$ cat src/rtl/i2c_target.sv
// i2c_target: fixed-address I2C target (slave) with a byte-stream interface.
//
// The raw SCL/SDA pins are synchronized into the clk domain. SCL edges and
// START/STOP conditions are decoded from the synchronized signals. A single
// FSM then walks through the address phase, write bytes (always ACKed) and
// read bytes (continued until the controller NACKs).
//
// Ports
//   clk        system clock, rising edge
//   rst_n      asynchronous active-low reset
//   scl_in     raw bus SCL level (asynchronous)
//   sda_in     raw bus SDA level (asynchronous)
//   sda_oe     1 = pull SDA low, 0 = release (open drain)
//   rx_data    last byte written by the controller
//   rx_valid   one-cycle pulse when rx_data updates
//   tx_data    byte to return on a read, latched while tx_req is pulsed
//   tx_req     one-cycle pulse; tx_data is captured in the same cycle
//   busy       high from an address match until STOP or a mismatch
//   nack_seen  one-cycle pulse when the controller NACKs a transmitted byte
module i2c_target #(
  parameter logic [6:0] TARGET_ADDR = 7'h44
) (
  input  logic       clk,
  input  logic       rst_n,
  input  logic       scl_in,
  input  logic       sda_in,
  output logic       sda_oe,
  output logic [7:0] rx_data,
  output logic       rx_valid,
  input  logic [7:0] tx_data,
  output logic       tx_req,
  output logic       busy,
  output logic       nack_seen
);

  typedef enum logic [2:0] {
    IDLE, ADDR, ADDR_ACK, RX_BYTE, RX_ACK, TX_BYTE, TX_ACK, WAIT_STOP
  } state_e;

  state_e     state_q, state_d;
  logic       scl_s1_q, scl_s2_q, scl_h_q;
  logic       sda_s1_q, sda_s2_q, sda_h_q;
  logic [2:0] cnt_q, cnt_d;
  logic [7:0] shift_q, shift_d;
  logic       rw_q, rw_d;
  logic       sda_oe_q, sda_oe_d;
  logic [7:0] rx_data_q, rx_data_d;
  logic       rx_valid_q, rx_valid_d;
  logic       tx_req_q, tx_req_d;
  logic       busy_q, busy_d;
  logic       nack_q, nack_d;

  logic       scl_rise, scl_fall, start_det, stop_det, last_bit, addr_match;
  logic [7:0] shifted;

  // Synchronizers reset to 1 (idle bus level) so reset release never looks
  // like a START on an idle bus.
  always_ff @(posedge clk or negedge rst_n) begin
    if (!rst_n) begin
      scl_s1_q <= 1'b1;
      scl_s2_q <= 1'b1;
      scl_h_q  <= 1'b1;
      sda_s1_q <= 1'b1;
      sda_s2_q <= 1'b1;
      sda_h_q  <= 1'b1;
    end else begin
      scl_s1_q <= scl_in;
      scl_s2_q <= scl_s1_q;
      scl_h_q  <= scl_s2_q;
      sda_s1_q <= sda_in;
      sda_s2_q <= sda_s1_q;
      sda_h_q  <= sda_s2_q;
    end
  end

  assign scl_rise   = scl_s2_q & ~scl_h_q;
  assign scl_fall   = ~scl_s2_q & scl_h_q;
  // SCL must be high on both sides of the SDA edge, so an SDA change that
  // lands in the same sync cycle as an SCL edge is not mistaken for START/STOP.
  assign start_det  = scl_s2_q & scl_h_q & sda_h_q & ~sda_s2_q;
  assign stop_det   = scl_s2_q & scl_h_q & ~sda_h_q & sda_s2_q;
  assign shifted    = {shift_q[6:0], sda_s2_q};
  assign last_bit   = (cnt_q == 3'd7);
  assign addr_match = (shifted[7:1] == TARGET_ADDR);

  // State and datapath registers
  always_ff @(posedge clk or negedge rst_n) begin
    if (!rst_n) begin
      state_q    <= IDLE;
      cnt_q      <= 3'd0;
      shift_q    <= 8'h00;
      rw_q       <= 1'b0;
      sda_oe_q   <= 1'b0;
      rx_data_q  <= 8'h00;
      rx_valid_q <= 1'b0;
      tx_req_q   <= 1'b0;
      busy_q     <= 1'b0;
      nack_q     <= 1'b0;
    end else begin
      state_q    <= state_d;
      cnt_q      <= cnt_d;
      shift_q    <= shift_d;
      rw_q       <= rw_d;
      sda_oe_q   <= sda_oe_d;
      rx_data_q  <= rx_data_d;
      rx_valid_q <= rx_valid_d;
      tx_req_q   <= tx_req_d;
      busy_q     <= busy_d;
      nack_q     <= nack_d;
    end
  end

  // Next-state logic. STOP/START take priority over any bit event.
  always_comb begin
    state_d = state_q;
    if (stop_det) begin
      state_d = IDLE;
    end else if (start_det) begin
      state_d = ADDR;
    end else begin
      case (state_q)
        ADDR:     if (scl_rise && last_bit) state_d = addr_match ? ADDR_ACK : WAIT_STOP;
        // The ACK slot spans two SCL falls: the first starts driving ACK,
        // the second (with sda_oe already set) ends the slot.
        ADDR_ACK: if (scl_fall && sda_oe_q) state_d = rw_q ? TX_BYTE : RX_BYTE;
        RX_BYTE:  if (scl_rise && last_bit) state_d = RX_ACK;
        RX_ACK:   if (scl_fall && sda_oe_q) state_d = RX_BYTE;
        TX_BYTE:  if (scl_fall && last_bit) state_d = TX_ACK;
        // TX_ACK is entered with SCL low, so the first event is the ACK
        // sample; a later fall only happens after an ACK.
        TX_ACK: begin
          if (scl_rise && sda_s2_q) state_d = WAIT_STOP;
          else if (scl_fall)        state_d = TX_BYTE;
        end
        default: state_d = state_q;
      endcase
    end
  end

  // Output and datapath logic
  always_comb begin
    cnt_d      = cnt_q;
    shift_d    = shift_q;
    rw_d       = rw_q;
    sda_oe_d   = sda_oe_q;
    rx_data_d  = rx_data_q;
    busy_d     = busy_q;
    rx_valid_d = 1'b0;
    tx_req_d   = 1'b0;
    nack_d     = 1'b0;
    if (stop_det) begin
      sda_oe_d = 1'b0;
      busy_d   = 1'b0;
      cnt_d    = 3'd0;
    end else if (start_det) begin
      // busy is left alone on a repeated START until the address resolves
      sda_oe_d = 1'b0;
      cnt_d    = 3'd0;
      shift_d  = 8'h00;
    end else begin
      case (state_q)
        ADDR: begin
          if (scl_rise) begin
            shift_d = shifted;
            cnt_d   = cnt_q + 3'd1;
            if (last_bit) begin
              rw_d     = sda_s2_q;
              busy_d   = addr_match;
              sda_oe_d = 1'b0;
            end
          end
        end
        ADDR_ACK: begin
          if (scl_fall) begin
            if (!sda_oe_q) begin
              sda_oe_d = 1'b1;
            end else if (rw_q) begin
              tx_req_d = 1'b1;
              shift_d  = tx_data;
              sda_oe_d = ~tx_data[7];
              cnt_d    = 3'd0;
            end else begin
              sda_oe_d = 1'b0;
              cnt_d    = 3'd0;
            end
          end
        end
        RX_BYTE: begin
          if (scl_rise) begin
            shift_d = shifted;
            cnt_d   = cnt_q + 3'd1;
            if (last_bit) begin
              rx_data_d  = shifted;
              rx_valid_d = 1'b1;
            end
          end
        end
        RX_ACK: begin
          if (scl_fall) sda_oe_d = ~sda_oe_q;
        end
        TX_BYTE: begin
          // cnt counts falls: 0..6 present the next bit, 7 ends the byte
          if (scl_fall) begin
            cnt_d = cnt_q + 3'd1;
            if (last_bit) begin
              sda_oe_d = 1'b0;
            end else begin
              shift_d  = {shift_q[6:0], 1'b0};
              sda_oe_d = ~shift_q[6];
            end
          end
        end
        TX_ACK: begin
          if (scl_rise && sda_s2_q) begin
            nack_d = 1'b1;
          end else if (scl_fall) begin
            tx_req_d = 1'b1;
            shift_d  = tx_data;
            sda_oe_d = ~tx_data[7];
            cnt_d    = 3'd0;
          end
        end
        default: sda_oe_d = 1'b0;
      endcase
    end
  end

  assign sda_oe    = sda_oe_q;
  assign rx_data   = rx_data_q;
  assign rx_valid  = rx_valid_q;
  assign tx_req    = tx_req_q;
  assign busy      = busy_q;
  assign nack_seen = nack_q;

endmodule

$ cat config.mk
export PLATFORM = sky130hd
export DESIGN_NAME = i2c_target
export DESIGN_NICKNAME = d
export VERILOG_FILES = /design/src/rtl/i2c_target.sv
export SDC_FILE = /design/constraint.sdc
export NUM_CORES = 1
export LEC_CHECK = 0
export CAP_MARGIN = 5
export CORE_UTILIZATION = 36
export DETAILED_ROUTE_END_ITERATION = 16
export PLACE_DENSITY_LB_ADDON = 0.15
export SKIP_CTS_REPAIR_TIMING = 1
export SLEW_MARGIN = 20
export SYNTH_ARGS = -nofsm -noshare
export SYNTH_HDL_FRONTEND = slang
export SYNTH_SLANG_ARGS = --single-unit
$ cat constraint.sdc
create_clock -name clk -period 3.2 [get_ports clk]
set_clock_uncertainty 0.1 [all_clocks]
set_input_delay 0.96 -clock clk [delete_from_list [all_inputs] [get_ports clk]]
set_output_delay 0.96 -clock clk [all_outputs]
set_load 0.005 [all_outputs]
======== Yosys cells after proc, flatten, opt, wreduce, memory -nomap -nowiden ========
Index checks and enable logic that the tools add are counted.
W data, S select, Z words.
word-level totals
  register bits after elaboration ......... 33
  input port bits ......................... 12
  output and inout port bits .............. 13
  logic and storage cells ................. 150
cells by class
  add/subtract/negate cells ............... 1
  equality and inequality tests ........... 33
  multiplexer cells ....................... 66
  bitwise logic cells ..................... 16
  reductions and logical operators ........ 18
operator list
  operator              count
  $mux W7               9
  $mux W3               19
  $ne A4 B4 Y1 const B  13
  $mux W1               33
  $pmux W7 S4           1
  $ne A3 B3 Y1 const B  8
  $pmux W3 S6           1
  $reduce_and A7 Y1     2
  $eq A3 B3 Y1 const B  4
  $pmux W3 S4           1
  $reduce_and A10 Y1    1
  $reduce_and A5 Y1     2
  $not A1 Y1            9
  $reduce_and A8 Y1     1
  $reduce_bool A8 Y1    1
  $and A1 B1 Y1         7
  $eq A7 B7 Y1 const B  1
  $eq A3 B2 Y1 const B  2
  $pmux W1 S6           1
  $reduce_bool A2 Y1    3
  $reduce_bool A6 Y1    1
  $ne A5 B5 Y1 const B  1
  $reduce_bool A5 Y1    1
  $logic_and A1 B1 Y1   4
  8 further kinds       8

======== Depth between registers and ports, before layout ========
Gate-level depths: netlist of run 1.
  depth in word-level cells ............... 7
  gate-level depth with buffers ........... 7
  gate-level depth less buffers ........... 7

======== Worst setup path before layout of run 1 ========
Ideal clock, no wire load.
  path kind ............................... register -> register
  start ................................... register scl_s2_q
  end ..................................... register shift_q[0]
  setup time .............................. 125 ps
  arrival ................................. 1,883 ps
  data required time ...................... 2,975 ps
  slack ................................... 1,092 ps
  stages on the path, launching flop included .. 6
  path buffers ............................ 1
  period minus slack after synthesis ...... 2,108 ps
  cells stage by stage .................... dfstp_2 > buf_4 > mux2_2 > a2111o_1 > o211ai_2 > mux2_2
on the way
  word-level cells in the longest chain between the ends .. 5
  elaborated cells between the ends (all ways) .. 21
  classes of those cells .................. 8 x eq/ne; 1 x mux; 9 x bitwise; 3 x reduce/logical
ends and longest elaborated chain
  element                                               line    source
  start, declared                                       41      logic scl_s1_q, scl_s2_q, scl_h_q;
  start signal, assigned                                68      scl_s2_q <= scl_s1_q;
  $and A1 B1 Y1                                         80, 81
  $and A1 B1 Y1, on equally long branches (2 in a row)  80, 81
  $ne A3 B3 Y1 (no line) (tied with other cells)        --
  $reduce_and A10 Y1 (no line)                          --
  end signal, assigned                                  102     shift_q <= shift_d;
  end, declared                                         44      logic [7:0] shift_q, shift_d;
Several ways; a longest one is shown, not always the timed one.
A chain may end at the register's enable or synchronous reset.

======== Final worst setup path of run 1 ========
  start ................................... register sda_oe_q, in the netlist sda_oe
  end ..................................... output port sda_oe
RTL lines
  element                 line  source
  start, declared         46    logic sda_oe_q, sda_oe_d;
  start signal, assigned  104   sda_oe_q <= sda_oe_d;
  end, declared           27    output logic sda_oe,
No word-level cell between the ends.

==> flow_metrics.env, run 1 <==
export IMPL_p_leak_uw=0.0009617
export IMPL_vias_per_cell=5.531
export IMPL_start_util_pct=38.45
export IMPL_critPathMaxStageDelay_ns=0.57
export IMPL_cts_sinks=33
export IMPL_ys_seq_area_share_pct=44.70
export IMPL_syn_nets=203
export IMPL_crit_chain="clkdlybuf4s50_1"
export IMPL_min_path_cells=0
export IMPL_relSlewSlack_pct=55.76
export IMPL_max_vdd_ir_drop_uv=281.9
export IMPL_route_detailed_wl_per_inst_um=15.47
export IMPL_final_setup_viol_count=0
export IMPL_ant_nets=0
export IMPL_path_max_fanout=11
export IMPL_place_gp_congestion=0.8970
export IMPL_path_delay_family="buffers and inverters"
export IMPL_pwr_share_seq_pct=37.2
export IMPL_critPathRequiredTime_ns=2.14
export IMPL_fin_crit_sh_pct=76.93
export IMPL_globalRouteTotalUtil_pct=17.13
export IMPL_synth_async_reset_ratio_pct=100.0
export IMPL_power_density_mw_per_mm2=775.2
export IMPL_io_buffers=24
export IMPL_dieArea_mm2=0.005470
export IMPL_start_kind="flip-flop"
export IMPL_worstRegToRegCells=5
export IMPL_multiInputGateArea_um2=955.9
export IMPL_setup_ws_ns=0.7381
export IMPL_rows=25
export IMPL_cp_data_arrival_time_ns=1.40
export IMPL_synth_avg_cell_area_um2=9.916
export IMPL_final_hold_viol_count=0
export IMPL_globalRouteOverflowTotal=0
export IMPL_htree_levels=2
export IMPL_fin_crit_ns=2.462
export IMPL_end_kind="primary output"
export IMPL_worst_pin_slew_ns=0.6636
export IMPL_synthesis_area_mm2=0.001864
export IMPL_n_fill_cell=471
export IMPL_cts_buffers=5
export IMPL_path_depth=1
export IMPL_final_setup_tns_ns=0
export IMPL_cts_buffer_depth=2
export IMPL_drv_slew=0
export IMPL_synthDistinctLibCells=48
export IMPL_core_region_area_mm2=0.004848
export IMPL_synth_top_area_share_pct=36.24
export IMPL_power_frac_clock_pct=23.7
export IMPL_antenna_found_initial=0
export IMPL_crit_buf_inv=1
export IMPL_synth_area_leaders="dfrtp_1 36%, mux2_2 12%, dfstp_2 8.5%"
export IMPL_vias=1532
export IMPL_synth_edff_count=0
export IMPL_switchingPower_uw=663.2
export IMPL_switching_share_pct=37.80
export IMPL_drtIter0Drc=95
export IMPL_slowest_stage="clkdlybuf4s50_1"
export IMPL_wl_um=4286
export IMPL_p_total_uw=1755
export IMPL_seq_area_um2=833.3
export IMPL_rsz0062_at_grt="false"
export IMPL_status="complete, no violations"
export IMPL_max_freq_mhz=406.2
export IMPL_grt_max_degree=34
export IMPL_drc=0
export IMPL_post_place_ws_ns=0.9588
export IMPL_hpwlAfterDp_um=2955
export IMPL_fp_dieW_um=73.96
export IMPL_drtPass1Iterations=4
export IMPL_power_frac_comb_pct=39.1
export IMPL_hold_class="flip-flop to flip-flop"
export IMPL_clock_latency_ns=0.29
export IMPL_die_y_um=73.96
export IMPL_synth_flop_cell="dfrtp_1"
export IMPL_synth_top_cell_by_area="dfrtp_1"
export IMPL_path_clk_slew_ns=0.07
export IMPL_cts_tree="done"
export IMPL_area_growth_syn_to_layout_pct=21.41
export IMPL_synth_common_cells="27 x dfrtp_1, 24 x nand2_1, 20 x mux2_2"
export IMPL_grt_pass1_vias=1412
export IMPL_ios=25
export IMPL_synth_most_common_cell="dfrtp_1"
export IMPL_critical_path_class="flip-flop to primary output"
export IMPL_cts_root_buf="clkbuf_8"
export IMPL_nNetsFinal=224
export IMPL_syn_inst=188
export IMPL_p_int_uw=1091
export IMPL_num_antenna_cells=0
export IMPL_drive_gt1_share_pct=20.95
export IMPL_yosysWarnings=0
export IMPL_grt_pass1_wl_um=6989
export IMPL_synth_seq_cells=33
export IMPL_maxCapViolCount=0
## routing by layer
| metal | vias up | GRT usage (%) | wire, µm |
|---|---|---|---|
| li1 | 722 | - | - |
| met1 | 748 | 23.08 | 2005 |
| met2 | 49 | 26.06 | 1952 |
| met3 | 13 | 4.607 | 229 |
| met4 | 0 | 7.051 | 99 |
| met5 | - | 0 | 0 |
## logic make-up after synthesis
family | synth area share, %
buf+inv | 4.027
simple gates | 17.38
compound gates | 17.25
xor+xnor | 0.9398
mux | 13.15
fa+ha+maj | 2.551
flops | 44.70
## registers in the layout, summed over array words and instances (netlist names)
register   cells
busy           1
cnt_q          3
nack_seen      1
rw_q           1
rx_data        8
rx_valid       1
scl_h_q        1
scl_s1_q       1
scl_s2_q       1
sda_h_q        1
sda_oe         1
sda_s1_q       1
sda_s2_q       1
shift_q        7
state_q        3
tx_req         1
## power groups by stage
stage               registers (µW)  clock network, µW  logic (µW)
finish                         653                415         687
global route                   674                442         771
CTS                            652                422         687
detailed placement             660                  0         685
global placement               653                  0         663
floorplan                      569                  0         601
## worst paths after layout
kind                            start         end  slack (ns)
max                            sda_oe      sda_oe        0.74
min                          scl_s1_q    scl_s2_q        0.26
min reg2reg                  scl_s1_q    scl_s2_q        0.26
max in group asynchronous       rst_n     sda_h_q        1.68
max reg2reg                state_q[1]  shift_q[0]        0.90
min in group asynchronous       rst_n      tx_req        0.98
## area by class of cell
class / count / area share (%)
inverters: 4 / 0.6634
repair buffers: 26 / 11.28
clock inverters: 2 / 1.658
clock buffers: 6 / 3.648
well taps: 67 / 3.704
multi-input cells: 139 / 42.23
flip-flops and latches: 33 / 36.82
## layout by cell type, fill, tap and decap left out, types with 2 or more instances in the layout
master / count
a211oi_1: 2
a21oi_1: 16
a311oi_1: 3
a31oi_1: 3
and2_1: 2
and3_1: 2
buf_4: 2
clkbuf_8: 6
clkdlybuf4s50_1: 24
dfrtp_1: 27
dfstp_2: 6
ha_1: 3
inv_1: 4
mux2_2: 20
mux2i_1: 2
nand2_1: 24
nand2b_1: 3
nor2_1: 13
nor2b_1: 5
nor3_1: 2
nor3b_1: 4
nor4bb_1: 2
o211ai_1: 3
o21ai_0: 5
o22ai_1: 3
## metrics by stage
stage	instance area, µm²	util, %	std cells	hold slack (ns)
6_report	2263	46.68	277	0.2552
5_1_grt	2263	46.68	277	0.2606
4_1_cts	2263	46.68	277	0.2597
3_5_place_dp	2143	44.21	269	0.2484
3_3_place_gp	2143	44.21	269	0.2458
2_1_floorplan	1864	-	188	0.2452
Power figures use the tool's default switching activity.
==> inputs of run 2 (changes only) <==
- clock period: 3.2 -> 2.5 ns (I/O delays scaled with it)
==> run 2 against run 1 <==
Net effect: wire length is 5.2% higher; final cell count increased by 2.2%; critical endpoint is now shift_q[6]; design area rose by 2.0%; sequential share of layout area shrank 0.72 points; highest routed layer unchanged; via count is 0.26% higher; clock power rose by 28%; count of clock-buffer cells in the layout is the same; largest cell class unchanged; die area stayed put.
==> flow_metrics.env, run 2 (synthesis gave the netlist of run 1 again) <==
export IMPL_max_vdd_ir_drop_uv=443.4
export IMPL_globalRouteOverflowTotal=0
export IMPL_cts_sinks=33
export IMPL_rows=25
export IMPL_vias=1536
export IMPL_status="complete, no violations"
export IMPL_path_max_fanout=12
export IMPL_dieArea_mm2=0.005470
export IMPL_antenna_found_initial=0
export IMPL_area_growth_syn_to_layout_pct=23.83
export IMPL_grt_pass1_wl_um=7790
export IMPL_grt_max_degree=34
export IMPL_clock_latency_ns=0.29
export IMPL_drtIter0Drc=95
export IMPL_path_delay_family="flip-flops"
export IMPL_die_y_um=73.96
export IMPL_drv_slew=0
export IMPL_power_density_mw_per_mm2=994.5
export IMPL_grt_pass1_vias=1558
export IMPL_nNetsFinal=230
export IMPL_mostFrequentLayoutCell="dfrtp_1"
export IMPL_min_path_cells=0
export IMPL_relSlewSlack_pct=61.33
export IMPL_fp_dieW_um=73.96
export IMPL_maxCapViolCount=0
export IMPL_path_clk_slew_ns=0.07
export IMPL_drtPass1Iterations=5
export IMPL_ios=25
export IMPL_cts_root_buf="clkbuf_8"
export IMPL_drive_gt1_share_pct=23.15
export IMPL_critical_path_class="flip-flop to flip-flop"
export IMPL_globalRouteTotalUtil_pct=19.12
export IMPL_dpl_cell_area_mm2=0.002188
export IMPL_reg2reg_setup_slack_ns=0.27
export IMPL_hpwlAfterDp_um=3170
export IMPL_hold_worst_slack_ns=0.2564
export IMPL_wl_um=4508
export IMPL_m1WireLength_um=2092
export IMPL_final_cell_area_mm2=0.002308
export IMPL_crit_chain="and3b_2 -> and3_1 -> a311oi_1 -> o211ai_2 -> mux2_2"
export IMPL_slowest_stage="dfstp_2"
export IMPL_worst_pin_slew_ns=0.5779
export IMPL_critPathMaxStageDelay_ns=0.63
export IMPL_io_buffers=24
export IMPL_drc=0
export IMPL_hp_start="sda_s1_q"
export IMPL_r2r_end="shift_q[6]"
export IMPL_cts_tree="done"
export IMPL_num_antenna_cells=0
export IMPL_ant_nets=0
export IMPL_final_setup_tns_ns=0
export IMPL_route_met3_wl_um=201
export IMPL_rsz0062_at_grt="false"
export IMPL_finalNonFillerCells=283
export IMPL_fin_crit_ns=2.228
export IMPL_largest_register_ffs=8
export IMPL_final_hold_viol_count=0
export IMPL_route_detailed_wl_per_inst_um=15.93
export IMPL_fin_crit_sh_pct=89.13
export IMPL_critPathRequiredTime_ns=2.57
export IMPL_core_region_area_mm2=0.004848
export IMPL_place_gp_congestion=0.9392
export IMPL_timing_rr_start="scl_h_q"
export IMPL_routed_wl_met2_um=2119
export IMPL_hold_class="flip-flop to flip-flop"
export IMPL_mostFrequentLayoutCells="27 x dfrtp_1, 24 x nand2_1, 24 x clkdlybuf4s50_1, 20 x mux2_2, 16 x a21oi_1"
export IMPL_p_leak_uw=0.0009929
export IMPL_crit_buf_inv=0
export IMPL_hold_path_endpoint="sda_s2_q"
export IMPL_end_kind="flip-flop"
export IMPL_cts_buffers=5
export IMPL_start_util_pct=38.45
export IMPL_cp_data_arrival_time_ns=2.30
export IMPL_start_kind="flip-flop"
export IMPL_placed_cells=275
export IMPL_top_layer="met4"
export IMPL_cts_buffer_depth=2
export IMPL_max_freq_mhz=448.8
export IMPL_worstRegToRegCells=5
export IMPL_final_setup_viol_count=0
export IMPL_vias_per_cell=5.428
export IMPL_htree_levels=2
[run 2: changes by cell type in the layout (fill, tap and decap cells not counted), sizes merged]
| cell | previous run | this run |
|---|---|---|
| buf | 2 | 8 |
[run 2: metal layers]
| layer | vias to the layer above | track usage [%] |
|---|---|---|
| met2 | 54 | 29.80 |
| met4 | 0 | 7.906 |
| met3 | 8 | 4.201 |
| met1 | 741 | 25.77 |
| met5 | - | 0 |
| li1 | 733 | - |
[run 2: report_power, final]
group	switching [µW]	internal, µW	leakage (µW)
clock	209	324	0.0000574
combinational	520	452	0.000515
sequential	141	650	0.000420
[run 2: area by class of cell]
cell class | count | area [µm²]
fillers | 466 | 2540
multi-input cells | 139 | 955.9
inverters | 4 | 15.01
repair buffers | 32 | 300.3
clock inverters | 2 | 37.54
clock buffers | 6 | 82.58
well taps | 67 | 83.83
flip-flops and latches | 33 | 833.3
[run 2: how the worst max path moves through the flow]
stage | from | to | depth (start not counted)
finish | scl_h_q | shift_q[6] | 5
global route | scl_h_q | shift_q[6] | 5
CTS | scl_h_q | shift_q[6] | 5
detailed placement | scl_h_q | shift_q[3] | 5
global placement | scl_h_q | shift_q[3] | 5
floorplan | scl_s2_q | shift_q[0] | 5
[run 2: through the flow]
step / util [%] / power [µW] / worst slack [ns]
after floorplan: - / 1499 / 0.3918
after global placement: 45.14 / 1726 / 0.3147
after detailed placement: 45.14 / 1764 / 0.2957
after CTS: 47.61 / 2309 / 0.2604
after global routing: 47.61 / 2471 / 0.1188
final: 47.61 / 2296 / 0.2716
